===== config.mk =====
export PLATFORM = sky130hd
export DESIGN_NAME = ad1_sample_ctrl
export DESIGN_NICKNAME = d
export VERILOG_FILES = /design/src/rtl/ad1_sample_ctrl.sv
export SDC_FILE = /design/constraint.sdc
export NUM_CORES = 1
export LEC_CHECK = 0
export CORE_MARGIN = 4
export CORE_UTILIZATION = 51
export CTS_CLUSTER_SIZE = 25
export DETAILED_ROUTE_END_ITERATION = 10
export HOLD_SLACK_MARGIN = 0.15
export MAX_ROUTING_LAYER = met4
export PLACE_DENSITY = 0.88
export REMOVE_ABC_BUFFERS = 1
export SYNTH_ARGS = -nofsm -noshare
export SYNTH_HDL_FRONTEND = slang
export SYNTH_SLANG_ARGS = --single-unit

===== constraint.sdc =====
create_clock -name clk -period 3 [get_ports clk]
set_input_delay 0.45 -clock clk [delete_from_list [all_inputs] [get_ports clk]]
set_output_delay 0.45 -clock clk [all_outputs]
set_load 0.02 [all_outputs]

===== src/rtl/ad1_sample_ctrl.sv =====
`default_nettype none
// ============================================================================
// Module      : ad1_sample_ctrl
// Description : Paced sample controller for the PmodAD1 SPI receiver. Issues
//               conversion requests at a programmable period, captures both
//               12-bit channels and presents results on a valid/ready stream
//               with sticky overflow and timeout flags.
//               Optional feature macro: AD1_SAMPLER_AVG_EN (averages
//               2^AVG_LOG2 samples per channel before producing a result).
// Revision    : 1.0 - initial release
// ============================================================================
module ad1_sample_ctrl #(
    parameter int PERIOD_W    = 16,
    parameter int TIMEOUT_CYC = 256,
    parameter int AVG_LOG2    = 2
) (
    input  logic                clk,
    input  logic                rst,
    input  logic                enable,
    input  logic [PERIOD_W-1:0] sample_period,
    output logic                ad_start,
    input  logic                ad_done,
    input  logic [11:0]         ad_data1,
    input  logic [11:0]         ad_data2,
    output logic                out_valid,
    input  logic                out_ready,
    output logic [11:0]         out_ch1,
    output logic [11:0]         out_ch2,
    output logic                overflow,
    output logic                timeout_err,
    input  logic                clear_err
);

    localparam int c_TO_W = $clog2(TIMEOUT_CYC + 1);

    typedef enum logic [2:0] {
        S_IDLE = 3'd0,
        S_REQ  = 3'd1,
        S_BUSY = 3'd2,
        S_CAP  = 3'd3,
        S_WAIT = 3'd4
    } state_t;

    state_t              r_state;
    state_t              w_state_nxt;

    logic                r_done_meta;
    logic                r_done_s;

    logic [PERIOD_W-1:0] r_period_cnt;
    logic [PERIOD_W-1:0] w_period_last;
    logic                w_period_hit;

    logic [c_TO_W-1:0]   r_to_cnt;
    logic                w_to_hit;
    logic                w_to_set;

    logic                w_capture;
    logic                w_enter_req;
    logic                w_enter_busy;

    logic                w_res_valid;
    logic [11:0]         w_res_ch1;
    logic [11:0]         w_res_ch2;
    logic                w_ovf_set;

    logic                r_out_valid;
    logic [11:0]         r_out_ch1;
    logic [11:0]         r_out_ch2;
    logic                r_overflow;
    logic                r_timeout_err;

    // Two-flop synchronizer for the receiver's done flag (idles high)
    always_ff @(posedge clk or posedge rst) begin
        if (rst) begin
            r_done_meta <= 1'b1;
            r_done_s    <= 1'b1;
        end else begin
            r_done_meta <= ad_done;
            r_done_s    <= r_done_meta;
        end
    end

    // A period of 0 behaves like 1: the WAIT comparison target is clamped at 0
    assign w_period_last = (sample_period == '0) ? '0 : (sample_period - 1'b1);
    assign w_period_hit  = (r_period_cnt >= w_period_last);
    assign w_to_hit      = (r_to_cnt == c_TO_W'(TIMEOUT_CYC - 1));

    assign w_enter_req   = (w_state_nxt == S_REQ)  && (r_state != S_REQ);
    assign w_enter_busy  = (w_state_nxt == S_BUSY) && (r_state != S_BUSY);

    // FSM state register
    always_ff @(posedge clk or posedge rst) begin
        if (rst) begin
            r_state <= S_IDLE;
        end else begin
            r_state <= w_state_nxt;
        end
    end

    // Next-state logic; a late conversion re-enters REQ straight from CAP
    always_comb begin
        w_state_nxt = r_state;
        w_capture   = 1'b0;
        w_to_set    = 1'b0;
        case (r_state)
            S_IDLE: begin
                if (enable) begin
                    w_state_nxt = S_REQ;
                end
            end
            S_REQ: begin
                if (w_to_hit) begin
                    w_to_set    = 1'b1;
                    w_state_nxt = S_WAIT;
                end else if (!r_done_s) begin
                    w_state_nxt = S_BUSY;
                end
            end
            S_BUSY: begin
                if (w_to_hit) begin
                    w_to_set    = 1'b1;
                    w_state_nxt = S_WAIT;
                end else if (r_done_s) begin
                    w_state_nxt = S_CAP;
                end
            end
            S_CAP: begin
                w_capture = 1'b1;
                if (enable && w_period_hit) begin
                    w_state_nxt = S_REQ;
                end else begin
                    w_state_nxt = S_WAIT;
                end
            end
            S_WAIT: begin
                if (!enable) begin
                    w_state_nxt = S_IDLE;
                end else if (w_period_hit) begin
                    w_state_nxt = S_REQ;
                end
            end
            default: begin
                w_state_nxt = S_IDLE;
            end
        endcase
    end

    // Decoded from state so it drops as soon as reset is asserted
    assign ad_start = (r_state == S_REQ);

    // Period counter: cycles since the last REQ entry, saturating
    always_ff @(posedge clk or posedge rst) begin
        if (rst) begin
            r_period_cnt <= '0;
        end else if ((r_state == S_IDLE) || w_enter_req) begin
            r_period_cnt <= '0;
        end else if (r_period_cnt != '1) begin
            r_period_cnt <= r_period_cnt + 1'b1;
        end
    end

    // Handshake watchdog: restarts on REQ or BUSY entry, counts while in them
    always_ff @(posedge clk or posedge rst) begin
        if (rst) begin
            r_to_cnt <= '0;
        end else if (w_enter_req || w_enter_busy) begin
            r_to_cnt <= '0;
        end else if ((r_state == S_REQ) || (r_state == S_BUSY)) begin
            r_to_cnt <= r_to_cnt + 1'b1;
        end
    end

`ifdef AD1_SAMPLER_AVG_EN
    localparam int c_ACC_W = 12 + AVG_LOG2;

    logic [c_ACC_W-1:0]  r_acc1;
    logic [c_ACC_W-1:0]  r_acc2;
    logic [AVG_LOG2-1:0] r_avg_cnt;
    logic [c_ACC_W-1:0]  w_sum1;
    logic [c_ACC_W-1:0]  w_sum2;
    logic                w_avg_last;

    // Sum cannot overflow: 2^AVG_LOG2 samples of at most 4095 fit in c_ACC_W
    assign w_sum1     = r_acc1 + c_ACC_W'(ad_data1);
    assign w_sum2     = r_acc2 + c_ACC_W'(ad_data2);
    assign w_avg_last = (r_avg_cnt == '1);

    // Accumulators: a partial average is discarded whenever the FSM idles
    always_ff @(posedge clk or posedge rst) begin
        if (rst) begin
            r_acc1    <= '0;
            r_acc2    <= '0;
            r_avg_cnt <= '0;
        end else if (r_state == S_IDLE) begin
            r_acc1    <= '0;
            r_acc2    <= '0;
            r_avg_cnt <= '0;
        end else if (w_capture) begin
            if (w_avg_last) begin
                r_acc1    <= '0;
                r_acc2    <= '0;
                r_avg_cnt <= '0;
            end else begin
                r_acc1    <= w_sum1;
                r_acc2    <= w_sum2;
                r_avg_cnt <= r_avg_cnt + 1'b1;
            end
        end
    end

    assign w_res_valid = w_capture && w_avg_last;
    assign w_res_ch1   = w_sum1[c_ACC_W-1:AVG_LOG2];
    assign w_res_ch2   = w_sum2[c_ACC_W-1:AVG_LOG2];
`else
    // Plain build: every capture is a result; AVG_LOG2 has no effect here
    if (AVG_LOG2 >= 0) begin : g_passthru
        assign w_res_valid = w_capture;
        assign w_res_ch1   = ad_data1;
        assign w_res_ch2   = ad_data2;
    end
`endif

    // A result arriving while the held one is not being taken is dropped
    assign w_ovf_set = w_res_valid && r_out_valid && !out_ready;

    // Output register: holds until accepted; a same-cycle accept lets a new one in
    always_ff @(posedge clk or posedge rst) begin
        if (rst) begin
            r_out_valid <= 1'b0;
            r_out_ch1   <= '0;
            r_out_ch2   <= '0;
        end else if (w_res_valid && (!r_out_valid || out_ready)) begin
            r_out_valid <= 1'b1;
            r_out_ch1   <= w_res_ch1;
            r_out_ch2   <= w_res_ch2;
        end else if (r_out_valid && out_ready) begin
            r_out_valid <= 1'b0;
        end
    end

    // Sticky error flags; a set event outranks a simultaneous clear
    always_ff @(posedge clk or posedge rst) begin
        if (rst) begin
            r_overflow    <= 1'b0;
            r_timeout_err <= 1'b0;
        end else begin
            if (w_ovf_set) begin
                r_overflow <= 1'b1;
            end else if (clear_err) begin
                r_overflow <= 1'b0;
            end
            if (w_to_set) begin
                r_timeout_err <= 1'b1;
            end else if (clear_err) begin
                r_timeout_err <= 1'b0;
            end
        end
    end

    assign out_valid   = r_out_valid;
    assign out_ch1     = r_out_ch1;
    assign out_ch2     = r_out_ch2;
    assign overflow    = r_overflow;
    assign timeout_err = r_timeout_err;

endmodule
`default_nettype wire


==> impl_metrics.py <==
metrics = {
    "cells_and_area": {
        "syn_to_final_growth_pct": 54.1,
        "antenna_cells": 0,
        "layout.nets": 519,
        "drive_gt1_share_pct": 33.7,
    },
    "synthesis": {
        "synth_cell_types": 49,
        "avgSynthCellArea_um2": 10.5,
        "yosysSeqAreaShare_pct": 41.2,
        "postSynth.asyncResetShare_pct": 100,
        "ys_ff_latch": 57,
        "synthCells": 332,
        "synth_warnings": 0,
        "synth_ff_type": "dfrtp_1",
        "synth_edf_count": 0,
        "syn-cell-area_um2": 3470,
    },
    "cts": {
        "cts.sinks": 57,
        "insertion_delay_ns": 0.34,
        "cts_tree": "done",
        "cts_made_buffers": 9,
        "clk_pin_slew_worst_paths_ns": 0.07,
        "cts-root-buf": "clkbuf_8",
        "clock_path_buffers": 2,
        "hold_buffers": 0,
        "cts-htree-levels": 3,
    },
    "power_and_ir_drop": {
        "power_density_nw_per_um2": 713,
        "ir_drop_v": 0.000653,
        "p_leak_nw": 2.19,
    },
    "critical_path": {
        "cp-start-kind": "input port",
        "crit_chain": "buf_6 -> or4_4 -> or3_4 -> buf_4 -> nor3_4 -> xor2_1 -> nand2_1 -> ha_4 -> nand4_1 -> a2111oi_4 -> a31oi_4 -> nor2_4 -> buf_12 -> buf_16 -> buf_12 -> nor4_2",
        "path_max_fanout": 5,
        "required_ns": 3.21,
        "cpMostUsedCell": "buf_12",
        "cpMaxStageDelayCell": "or4_4",
        "end_kind": "flop",
        "crit_arrival_ns": 3.73,
        "worst_path_largest_cell_delay_ns": 0.53,
        "worst-setup-path-type": "input port to flop",
        "reg2reg_slack_ns": 0.44,
    },
    "grt": {
        "grt_antenna_before_repair": 0,
        "grt_pass1_wl_um": 17600,
        "grt_max_degree": 36,
        "grt_pass1_vias": 3601,
        "grt.total_usage_pct": 27.5,
        "overflow": 0,
    },
    "routing": {
        "drt_iter0_drc": 408,
        "vias_per_cell": 6.25,
        "post_drt_wl_per_cell_um": 20.9,
        "ant_nets": 0,
        "drt-total-wl_um": 11200,
        "drt_pass1_iterations": 6,
        "vias": 3336,
        "post-route-drc-count": 0,
    },
    "placed_design": {
        "gp_congestion": 0.851,
        "post-place-ws_ns": -1.19,
        "hpwlAfterDp_um": 6000,
        "port_buffers": 73,
    },
    "worst_hold_path": {
        "hold_class": "flop to flop",
    },
    "timing": {
        "clock_skew_ns": 0.00882,
        "hold_slack_ns": 0.366,
        "period_minus_slack_ns": 3.52,
        "hold_violations": 0,
        "rsz0062_at_grt": "true",
        "timing.slew.headroom_pct": 45.9,
        "fin_ws_ns": -0.525,
        "setup_violations": 27,
        "slew_viol_final": 0,
        "worst_pin_slew_ns": 0.805,
        "max_freq_mhz": 284,
        "timing.final.crit_share_pct": 117,
    },
    "die": {
        "coreArea_um2": 6490,
        "die_h_um": 90.5,
        "die_w_um": 90.5,
        "initial_core_util_pct": 53.4,
        "rows": 29,
        "die_area_um2": 8190,
        "ios": 74,
    },
    "outcome": {
        "violations": "setup timing",
        "outcome": "complete, but fails checks",
    },
    "run": {
        "drv_cap": 0,
    },
}
## timing repair
action,4_1_cts,5_1_grt
pin swaps,37,35
setup buffers,10,3
endpoints found under the setup margin,27,27
resized for setup,59,28
cloned,6,1
## power by group
part | leakage (nW) | internal [mW] | switching, mW
combinational | 1.35 | 0.833 | 0.967
sequential | 0.732 | 0.995 | 0.188
clock | 0.113 | 0.493 | 0.340
total | 2.19 | 2.32 | 1.49
## registers in the layout, indices dropped and copies added, names as in the netlist
signal / flops
r_period_cnt: 16
overflow: 1
r_state: 3
r_done_meta: 1
out_ch2: 12
timeout_err: 1
out_ch1: 12
r_done_s: 1
out_valid: 1
r_to_cnt: 9
## path summary, 6_finish.rpt
kind,start,to,cells after the start
max in group asynchronous,rst,r_done_s,3
min in group asynchronous,rst,r_period_cnt[4],2
max,sample_period[6],r_period_cnt[2],16
min,r_done_meta,r_done_s,0
max reg2reg,r_period_cnt[1],r_period_cnt[7],7
min reg2reg,r_done_meta,r_done_s,0
## critical path: cells and delay by family
kind | cells | cell delay [ns]
AOI/OAI and AO/OA | 2 | 0.54
xor gates and xnor gates | 1 | 0.18
adders and majority gates | 1 | 0.28
buffers and inverters | 5 | 0.67
and+or+nand+nor | 7 | 1.61
## through the flow
| stage | std cells | utilization (%) | power, mW | setup TNS [ns] | instance area [µm²] |
|---|---|---|---|---|---|
| floorplan | 319 | - | 2.03 | -22.52 | 3400 |
| global placement | 502 | 69.3 | 2.64 | -28.33 | 4500 |
| detailed placement | 502 | 69.3 | 2.70 | -30.11 | 4500 |
| CTS | 534 | 79.7 | 3.72 | -12.24 | 5180 |
| global route | 534 | 82.4 | 4.00 | -14.18 | 5350 |
| finish | 534 | 82.4 | 3.82 | -12.08 | 5350 |
## cell usage after synthesis (3+ instances only)
| library cell | instances | area [µm²] |
|---|---|---|
| and3_1 | 8 | 50.1 |
| xor2_1 | 13 | 114 |
| nor2_1 | 18 | 67.6 |
| nor3_1 | 16 | 80.1 |
| nand4_1 | 6 | 37.5 |
| mux2i_1 | 5 | 50.1 |
| mux2_2 | 24 | 270 |
| a21oi_1 | 7 | 35.0 |
| buf_2 | 7 | 35.0 |
| nand2b_1 | 3 | 18.8 |
| nor4_2 | 14 | 175 |
| nand2_1 | 29 | 109 |
| clkbuf_1 | 4 | 15.0 |
| xnor2_1 | 15 | 131 |
| nand3_1 | 12 | 60.1 |
| o21ai_0 | 11 | 55.1 |
| nor4_1 | 13 | 81.3 |
| o21a_1 | 3 | 22.5 |
| inv_1 | 11 | 41.3 |
| ha_1 | 21 | 263 |
| a21o_1 | 3 | 22.5 |
| dfrtp_1 | 55 | 1380 |
## final cells by class
type / count / area (µm²)
clock inverters: 6 / 90.1
fillers: 318 / 1150
well taps: 77 / 96.3
multi-input cells: 254 / 2370
repair buffers: 119 / 1180
inverters: 11 / 41.3
clock buffers: 10 / 138
flip-flops and latches: 57 / 1430
## routing by layer
| layer | routed length [µm] | vias to the layer above | global-route usage, % |
|---|---|---|---|
| met5 | 0 | - | - |
| met4 | 500 | 0 | 11.4 |
| met3 | 941 | 57 | 8.33 |
| met2 | 5460 | 193 | 45.2 |
| met1 | 4280 | 1618 | 31.3 |
| li1 | - | 1468 | - |
## kinds of logic (layout without fill, tap and decap cells)
family	count (synthesis)	count (layout)	synth area share, %
simple gates	135	135	23.5
flops	57	57	41.2
compound gates	38	41	8.15
mux	29	29	9.23
xor+xnor	28	28	7.07
buf+inv	24	146	3.28
fa+ha+maj	21	21	7.57
## cell usage in the layout, fill, tap and decap left out, drive strengths merged, types with 2 or more instances in the layout
master and count:
o21ai 12, nand3b 2, a2111oi 2, dfrtp 55, ha 21, mux2i 5, and4 2, and2 2
nand4 6, clkbuf 10, bufinv 2, nor2 19, a211o 6, nand2b 4, a21o 3, mux2 24
a211oi 2, a21oi 7, nor4 28, nand2 29, buf 49, nand3 12, clkinv 2, clkdlybuf4s50 69
dfstp 2, xnor2 15, and3 8, or3 2, nor2b 2, xor2 13, inv 12, o21a 3
nor3 16
(Power assumes the default switching activity.)
